<file path="config.mk">
export PLATFORM = sky130hd
export DESIGN_NAME = coin_change_dispenser_flat
export DESIGN_NICKNAME = d
export VERILOG_FILES = /design/src/rtl/coin_change_dispenser_pkg.sv /design/src/rtl/coin_change_dispenser_if.sv /design/src/rtl/coin_change_dispenser_stock.sv /design/src/rtl/coin_change_dispenser.sv /design/src/flat_wrapper.sv
export SDC_FILE = /design/constraint.sdc
export NUM_CORES = 1
export LEC_CHECK = 0
export CAP_MARGIN = 15
export CORE_MARGIN = 3
export CORE_UTILIZATION = 50
export DETAILED_ROUTE_END_ITERATION = 7
export PLACE_DENSITY_LB_ADDON = 0.25
export SLEW_MARGIN = 10
export SYNTH_ARGS = -nofsm -noshare
export SYNTH_HDL_FRONTEND = slang
export SYNTH_SLANG_ARGS = --single-unit
</file>
<file path="constraint.sdc">
create_clock -name clk -period 6.4 [get_ports clk]
set_input_delay 1.92 -clock clk [delete_from_list [all_inputs] [get_ports clk]]
set_output_delay 1.92 -clock clk [all_outputs]
set_load 0.005 [all_outputs]
</file>
<file path="src/rtl/coin_change_dispenser_pkg.sv">
// rtl/coin_change_dispenser_pkg.sv - shared state encodings and coin codes for the change dispenser
package coin_change_dispenser_pkg;

   typedef enum logic [1:0] {
      ST_IDLE   = 2'd0,
      ST_SELECT = 2'd1,
      ST_ISSUE  = 2'd2,
      ST_FINISH = 2'd3
   } state_t;

   // Same encoding as the vending FSM's coin_in bus
   localparam logic [1:0] COIN_NONE = 2'b00;
   localparam logic [1:0] COIN_5    = 2'b01;
   localparam logic [1:0] COIN_10   = 2'b10;

endpackage

</file>
<file path="src/rtl/coin_change_dispenser_if.sv">
// rtl/coin_change_dispenser_if.sv - refund request and hopper handshake bundle
interface coin_change_dispenser_if #(
   parameter int UNIT_W = 6
);
   logic              req_valid;
   logic [UNIT_W-1:0] req_units;
   logic              req_ready;
   logic              coin_valid;
   logic [1:0]        coin_out;
   logic              coin_ack;

   // master = requester plus hopper side, slave = dispenser
   modport master (output req_valid, req_units, coin_ack,
                   input  req_ready, coin_valid, coin_out);
   modport slave  (input  req_valid, req_units, coin_ack,
                   output req_ready, coin_valid, coin_out);
endinterface

</file>
<file path="src/rtl/coin_change_dispenser_stock.sv">
// rtl/coin_change_dispenser_stock.sv - saturating per-denomination coin stock counter
module coin_stock_counter #(
   parameter int W    = 6,
   parameter int INIT = 20
) (
   input  logic         clk,
   input  logic         rst,
   input  logic         refill,
   input  logic         take,
   output logic [W-1:0] count
);
   localparam logic [W-1:0] MAX_V  = '1;
   localparam logic [W-1:0] INIT_V = W'(INIT);

   // Refill saturates at all-ones; a refill and a take together cancel out
   always_ff @(posedge clk or posedge rst) begin
      if (rst)
         count <= INIT_V;
      else if (refill && !take && count != MAX_V)
         count <= count + 1'b1;
      else if (take && !refill && count != '0)
         count <= count - 1'b1;
   end
endmodule

</file>
<file path="src/rtl/coin_change_dispenser.sv">
// rtl/coin_change_dispenser.sv - greedy Rs.10/Rs.5 change payout over a hopper valid/ack handshake
module coin_change_dispenser
   import coin_change_dispenser_pkg::*;
#(
   parameter int UNIT_W       = 6,
   parameter int STOCK_W      = 6,
   parameter int INIT_STOCK5  = 20,
   parameter int INIT_STOCK10 = 20,
   parameter int ACK_TIMEOUT  = 15
) (
   input  logic                 clk,
   input  logic                 rst,
   coin_change_dispenser_if.slave bus,
   input  logic                 refill5,
   input  logic                 refill10,
   output logic [STOCK_W-1:0]   stock5,
   output logic [STOCK_W-1:0]   stock10,
   output logic                 busy,
   output logic                 done,
   output logic                 short_chg,
   output logic [UNIT_W-1:0]    shortfall,
   output logic                 fault
);
   localparam int TMO_W = $clog2(ACK_TIMEOUT + 1);

   state_t            state;
   logic [UNIT_W-1:0] rem;
   logic [1:0]        coin;
   logic [TMO_W-1:0]  tmo;
   logic              acked;
   logic              take5;
   logic              take10;

   // A coin leaves stock only when the hopper acknowledges the presented coin
   assign acked  = (state == ST_ISSUE) && bus.coin_valid && bus.coin_ack;
   assign take5  = acked && (coin == COIN_5);
   assign take10 = acked && (coin == COIN_10);

   coin_stock_counter #(.W(STOCK_W), .INIT(INIT_STOCK5)) u_stock5 (
      .clk    (clk),
      .rst    (rst),
      .refill (refill5),
      .take   (take5),
      .count  (stock5)
   );

   coin_stock_counter #(.W(STOCK_W), .INIT(INIT_STOCK10)) u_stock10 (
      .clk    (clk),
      .rst    (rst),
      .refill (refill10),
      .take   (take10),
      .count  (stock10)
   );

   // Payout FSM; every output is registered and follows the state it is set in
   always_ff @(posedge clk or posedge rst) begin
      if (rst) begin
         state          <= ST_IDLE;
         rem            <= '0;
         coin           <= COIN_NONE;
         tmo            <= '0;
         bus.req_ready  <= 1'b1;
         bus.coin_valid <= 1'b0;
         bus.coin_out   <= COIN_NONE;
         busy           <= 1'b0;
         done           <= 1'b0;
         short_chg      <= 1'b0;
         shortfall      <= '0;
         fault          <= 1'b0;
      end else begin
         done <= 1'b0;
         case (state)
            ST_IDLE: begin
               if (bus.req_valid && !fault) begin
                  rem           <= bus.req_units;
                  state         <= ST_SELECT;
                  bus.req_ready <= 1'b0;
                  busy          <= 1'b1;
               end
            end
            ST_SELECT: begin
               if (rem >= UNIT_W'(2) && stock10 != '0) begin
                  coin  <= COIN_10;
                  state <= ST_ISSUE;
               end else if (rem != '0 && stock5 != '0) begin
                  coin  <= COIN_5;
                  state <= ST_ISSUE;
               end else begin
                  state <= ST_FINISH;
               end
            end
            ST_ISSUE: begin
               if (!bus.coin_valid) begin
                  // tmo counts the cycles coin_valid has been high
                  bus.coin_valid <= 1'b1;
                  bus.coin_out   <= coin;
                  tmo            <= TMO_W'(1);
               end else if (bus.coin_ack) begin
                  bus.coin_valid <= 1'b0;
                  bus.coin_out   <= COIN_NONE;
                  rem            <= rem - ((coin == COIN_10) ? UNIT_W'(2) : UNIT_W'(1));
                  state          <= ST_SELECT;
               end else if (tmo == TMO_W'(ACK_TIMEOUT)) begin
                  // Hopper is stuck: abandon the coin and stop accepting work
                  bus.coin_valid <= 1'b0;
                  bus.coin_out   <= COIN_NONE;
                  fault          <= 1'b1;
                  state          <= ST_FINISH;
               end else begin
                  tmo <= tmo + 1'b1;
               end
            end
            ST_FINISH: begin
               done          <= 1'b1;
               short_chg     <= (rem != '0);
               shortfall     <= rem;
               state         <= ST_IDLE;
               bus.req_ready <= 1'b1;
               busy          <= 1'b0;
            end
            default: state <= ST_IDLE;
         endcase
      end
   end
endmodule

</file>
<file path="src/flat_wrapper.sv">
// flat-port wrapper written by rule: the top's interface ports become plain ports
module coin_change_dispenser_flat import coin_change_dispenser_pkg::*;
#(
   parameter int UNIT_W       = 6,
   parameter int STOCK_W      = 6,
   parameter int INIT_STOCK5  = 20,
   parameter int INIT_STOCK10 = 20,
   parameter int ACK_TIMEOUT  = 15
)
  (clk, rst, refill5, refill10, stock5, stock10, busy, done, short_chg, shortfall, fault, bus_req_valid, bus_req_units, bus_coin_ack, bus_req_ready, bus_coin_valid, bus_coin_out);
  coin_change_dispenser_if #(.UNIT_W(UNIT_W)) bus_i ();
  input  logic clk;
  input  logic rst;
  input  logic refill5;
  input  logic refill10;
  output logic [STOCK_W-1:0] stock5;
  output logic [STOCK_W-1:0] stock10;
  output logic busy;
  output logic done;
  output logic short_chg;
  output logic [UNIT_W-1:0] shortfall;
  output logic fault;
  input wire logic [$bits(bus_i.req_valid)-1:0] bus_req_valid;
  input wire logic [$bits(bus_i.req_units)-1:0] bus_req_units;
  input wire logic [$bits(bus_i.coin_ack)-1:0] bus_coin_ack;
  output wire logic [$bits(bus_i.req_ready)-1:0] bus_req_ready;
  output wire logic [$bits(bus_i.coin_valid)-1:0] bus_coin_valid;
  output wire logic [$bits(bus_i.coin_out)-1:0] bus_coin_out;
  assign bus_i.req_valid = bus_req_valid;
  assign bus_i.req_units = bus_req_units;
  assign bus_i.coin_ack = bus_coin_ack;
  assign bus_req_ready = bus_i.req_ready;
  assign bus_coin_valid = bus_i.coin_valid;
  assign bus_coin_out = bus_i.coin_out;
  coin_change_dispenser #(.UNIT_W(UNIT_W), .STOCK_W(STOCK_W), .INIT_STOCK5(INIT_STOCK5), .INIT_STOCK10(INIT_STOCK10), .ACK_TIMEOUT(ACK_TIMEOUT)) u_core (.clk(clk), .rst(rst), .bus(bus_i), .refill5(refill5), .refill10(refill10), .stock5(stock5), .stock10(stock10), .busy(busy), .done(done), .short_chg(short_chg), .shortfall(shortfall), .fault(fault));
endmodule
</file>
==> flow_summary.yaml <==
pwr:
  vdd_drop_max_uv: 236
  cellPowerDensity_mw_per_mm2: 462
  leakagePower_nw: 1.26
logic_synthesis:
  yosysSeqAreaShare_pct: 42.2
  synth_fa_ha_area_share_pct: 8.81
  synthSimpleGateAreaFrac_pct: 17.1
  synth_flop_cell: "dfrtp_1"
  synth-async-reset-ratio_pct: 100
  ys_ff_latch: 40
  yosys_warnings: 0
  synth_enable_flop_cells: 0
  ys_types: 53
  synth_mux_area_share_pct: 6.35
  synth_area_sq_mm: 0.00239
  syn_inst: 233
  avgSynthCellArea_sq_um: 10.2
  synth-xor-area-share_pct: 3.67
  synth_nets: 260
  synth_top_family_by_area: "compound AO/OA/AOI/OAI gates"
  synth_compound_area_share_pct: 18.1
sta:
  rsz0062_at_grt: "false"
  tightest_slew_ps: 952
  setup_tns_ps: 0
  slew_headroom_pct: 36.4
  max_freq_mhz: 230
  skew_ps: 6.02
  hold_violations: 0
  setup_viol: 0
  worst_slack_ps: 2050
  period_share_pct: 68.0
  fin_crit_ps: 4350
  maxSlewViolCount: 0
min_path:
  min_from: "u_core.short_chg$_DFFE_PP0P_"
  hp-class: "flip-flop to flip-flop"
grt:
  grt_use_total_pct: 18.7
  first_global_vias: 1776
  overflow: 0
  grt_start_max_net_pins: 41
  antenna_found_initial: 0
  grt_pass1_wl_um: 8140
status:
  status: "completed"
clock_network:
  htree_num_levels: 2
  post_cts_resized: 0
  cts_buffers: 5
  insertion_delay_ps: 290
  cts.reportedPaths.clkPinSlew_ps: 80
  cts_hold_buffers: 0
  cts_buffer_depth: 2
  cts_root_buf: "clkbuf_8"
  cts_sinks: 40
  post_cts_buffers: 0
  cts_tree: "yes"
die:
  fp.dieW_um: 75.1
  dieArea_sq_mm: 0.00564
  fp.coreArea_sq_mm: 0.00447
  ios: 38
  die_h_um: 75.1
  start_util_pct: 53.3
  row_count: 24
layout:
  final_cell_area_sq_mm: 0.00290
  drive_gt1_share_pct: 10.2
  syn2layout_area_growth_pct: 21.4
  nFillCells: 368
  mostFrequentLayoutCells: "clkdlybuf4s50_1 (37), dfrtp_1 (35), nand2_1 (20)"
  multi_input_comb_area_sq_mm: 0.00129
  ff_latch_area_sq_mm: 0.00101
  final_nets: 301
  n_antenna_cell: 0
  layout.cells.most_common: "clkdlybuf4s50_1"
  final_cells: 327
critical_path:
  crit_path_start: "bus_coin_ack"
  setup.worst_path.end_class: "flip-flop"
  critical_path_class: "primary input to flip-flop"
  critPathLaunchType: "primary input"
  cp_max_fo: 8
  crit_arrival_ps: 4520
  worstPathRequired_ps: 6570
  r2r_start: "u_core.state[0]$_DFFE_PP0P_"
placement:
  dp_slack_ps: 1750
  dp_cells: 319
  port_buffers: 37
  post-dp-hpwl_um: 3550
  post_dp_cell_area_sq_mm: 0.00281
  place_congestion: 0.850
drt:
  avgRoutedWirePerCell_um: 14.8
  drc: 0
  drt_iter0_drc: 75
  wirelength_um: 4850
  first_pass_iters: 4
  dr_total_vias: 1878
  antenna_left: 0
  vias_per_cell: 5.74
flow_run:
  maxCapViolations: 0
-- kinds of logic (layout without fill, tap and decap cells) --
| family | after synthesis | count (layout) |
|---|---|---|
| simple gates | 75 | 75 |
| mux | 12 | 12 |
| flops | 40 | 40 |
| xor+xnor | 10 | 10 |
| compound gates | 59 | 59 |
| fa+ha+maj | 15 | 15 |
| buf+inv | 22 | 64 |
-- stage by stage --
stage	util [%]	power, W	hold slack [ps]
after global routing	64.8	0.00146	528
after detailed placement	62.8	0.00117	484
after floorplan	-	0.000920	473
final	64.8	0.00134	492
after CTS	64.8	0.00135	501
after global placement	62.8	0.00115	474
-- synthesized netlist by cell type, types with 2 or more instances --
master | instances | area (sq um)
dfrtp_1 | 35 | 876
nand2_1 | 20 | 75.1
inv_1 | 18 | 67.6
a21oi_1 | 15 | 75.1
nor2_1 | 13 | 48.8
ha_1 | 12 | 150
o21ai_0 | 11 | 55.1
nand3_1 | 6 | 30.0
nand4_1 | 6 | 37.5
xnor2_1 | 6 | 52.6
dfstp_2 | 5 | 131
mux2_2 | 5 | 56.3
nand2b_1 | 5 | 31.3
a21o_1 | 4 | 30.0
nor2b_1 | 4 | 25.0
nor3_1 | 4 | 20.0
xor2_1 | 4 | 35.0
fa_1 | 3 | 60.1
nor3b_1 | 3 | 22.5
o22ai_1 | 3 | 18.8
o31ai_1 | 3 | 22.5
a211o_1 | 2 | 17.5
a211oi_1 | 2 | 15.0
a21boi_0 | 2 | 15.0
a22o_1 | 2 | 17.5
a2bb2oi_1 | 2 | 17.5
and2_1 | 2 | 12.5
and3_1 | 2 | 12.5
buf_2 | 2 | 10.0
mux2_1 | 2 | 22.5
mux2_4 | 2 | 30.0
mux2i_1 | 2 | 20.0
nand3b_1 | 2 | 15.0
nor4_1 | 2 | 12.5
o211ai_1 | 2 | 15.0
o221ai_2 | 2 | 30.0
or3_1 | 2 | 12.5
-- per-layer routing --
| layer | wire length [um] | part of all wire, % | global-route usage [%] |
|---|---|---|---|
| met4 | 76 | 1.6 | 6.92 |
| met1 | 2250 | 47 | 24.9 |
| met3 | 222 | 4.6 | 2.94 |
| met5 | 0 | 0 | 0 |
| met2 | 2290 | 47 | 30.8 |
-- power by group --
part	switching, W	internal, W
sequential	0.000139	0.000374
combinational	0.000293	0.000361
clock	0.0000845	0.0000880
total	0.000516	0.000824
-- flip-flops by register name, indices dropped and copies added, names as in the netlist, 2 cells and up --
register,cells
u_core.u_stock5.count,6
u_core.rem,6
u_core.coin,2
u_core.shortfall,6
u_core.bus.coin_out,2
u_core.tmo,4
u_core.u_stock10.count,6
u_core.state,2
-- worst max-delay path, cell delays in order --
cell	delay [ps]
clkdlybuf4s50_1	590
nand4b_4	200
o221ai_2	440
ha_1	320
a211oi_1	210
o21ai_0	120
a21oi_1	200
mux4_2	520
-- layout make-up --
cell class / instances / share of cell area (%)
multi-input cells: 171 / 44.5
flip-flops and latches: 40 / 34.8
repair buffers: 38 / 13.0
clock buffers: 8 / 3.11
inverters: 18 / 2.33
well taps: 52 / 2.25
-- final timing paths --
kind | end | slack, ps | cells past startpoint
worst min register to register | u_core.short_chg$_DFFE_PP0P_ | 490 | 2
min in group asynchronous | u_core.rem[2]$_DFFE_PP0P_ | 2050 | 3
worst max-delay path | u_core.u_stock5.count[5]$_DFFE_PP0P_ | 2050 | 8
max in group asynchronous | u_core.u_stock10.count[2]$_DFFE_PP1P_ | 3990 | 3
worst min-delay path | u_core.short_chg$_DFFE_PP0P_ | 490 | 2
worst max register to register | u_core.u_stock5.count[5]$_DFFE_PP0P_ | 3670 | 7
(Power assumes the default switching activity.)
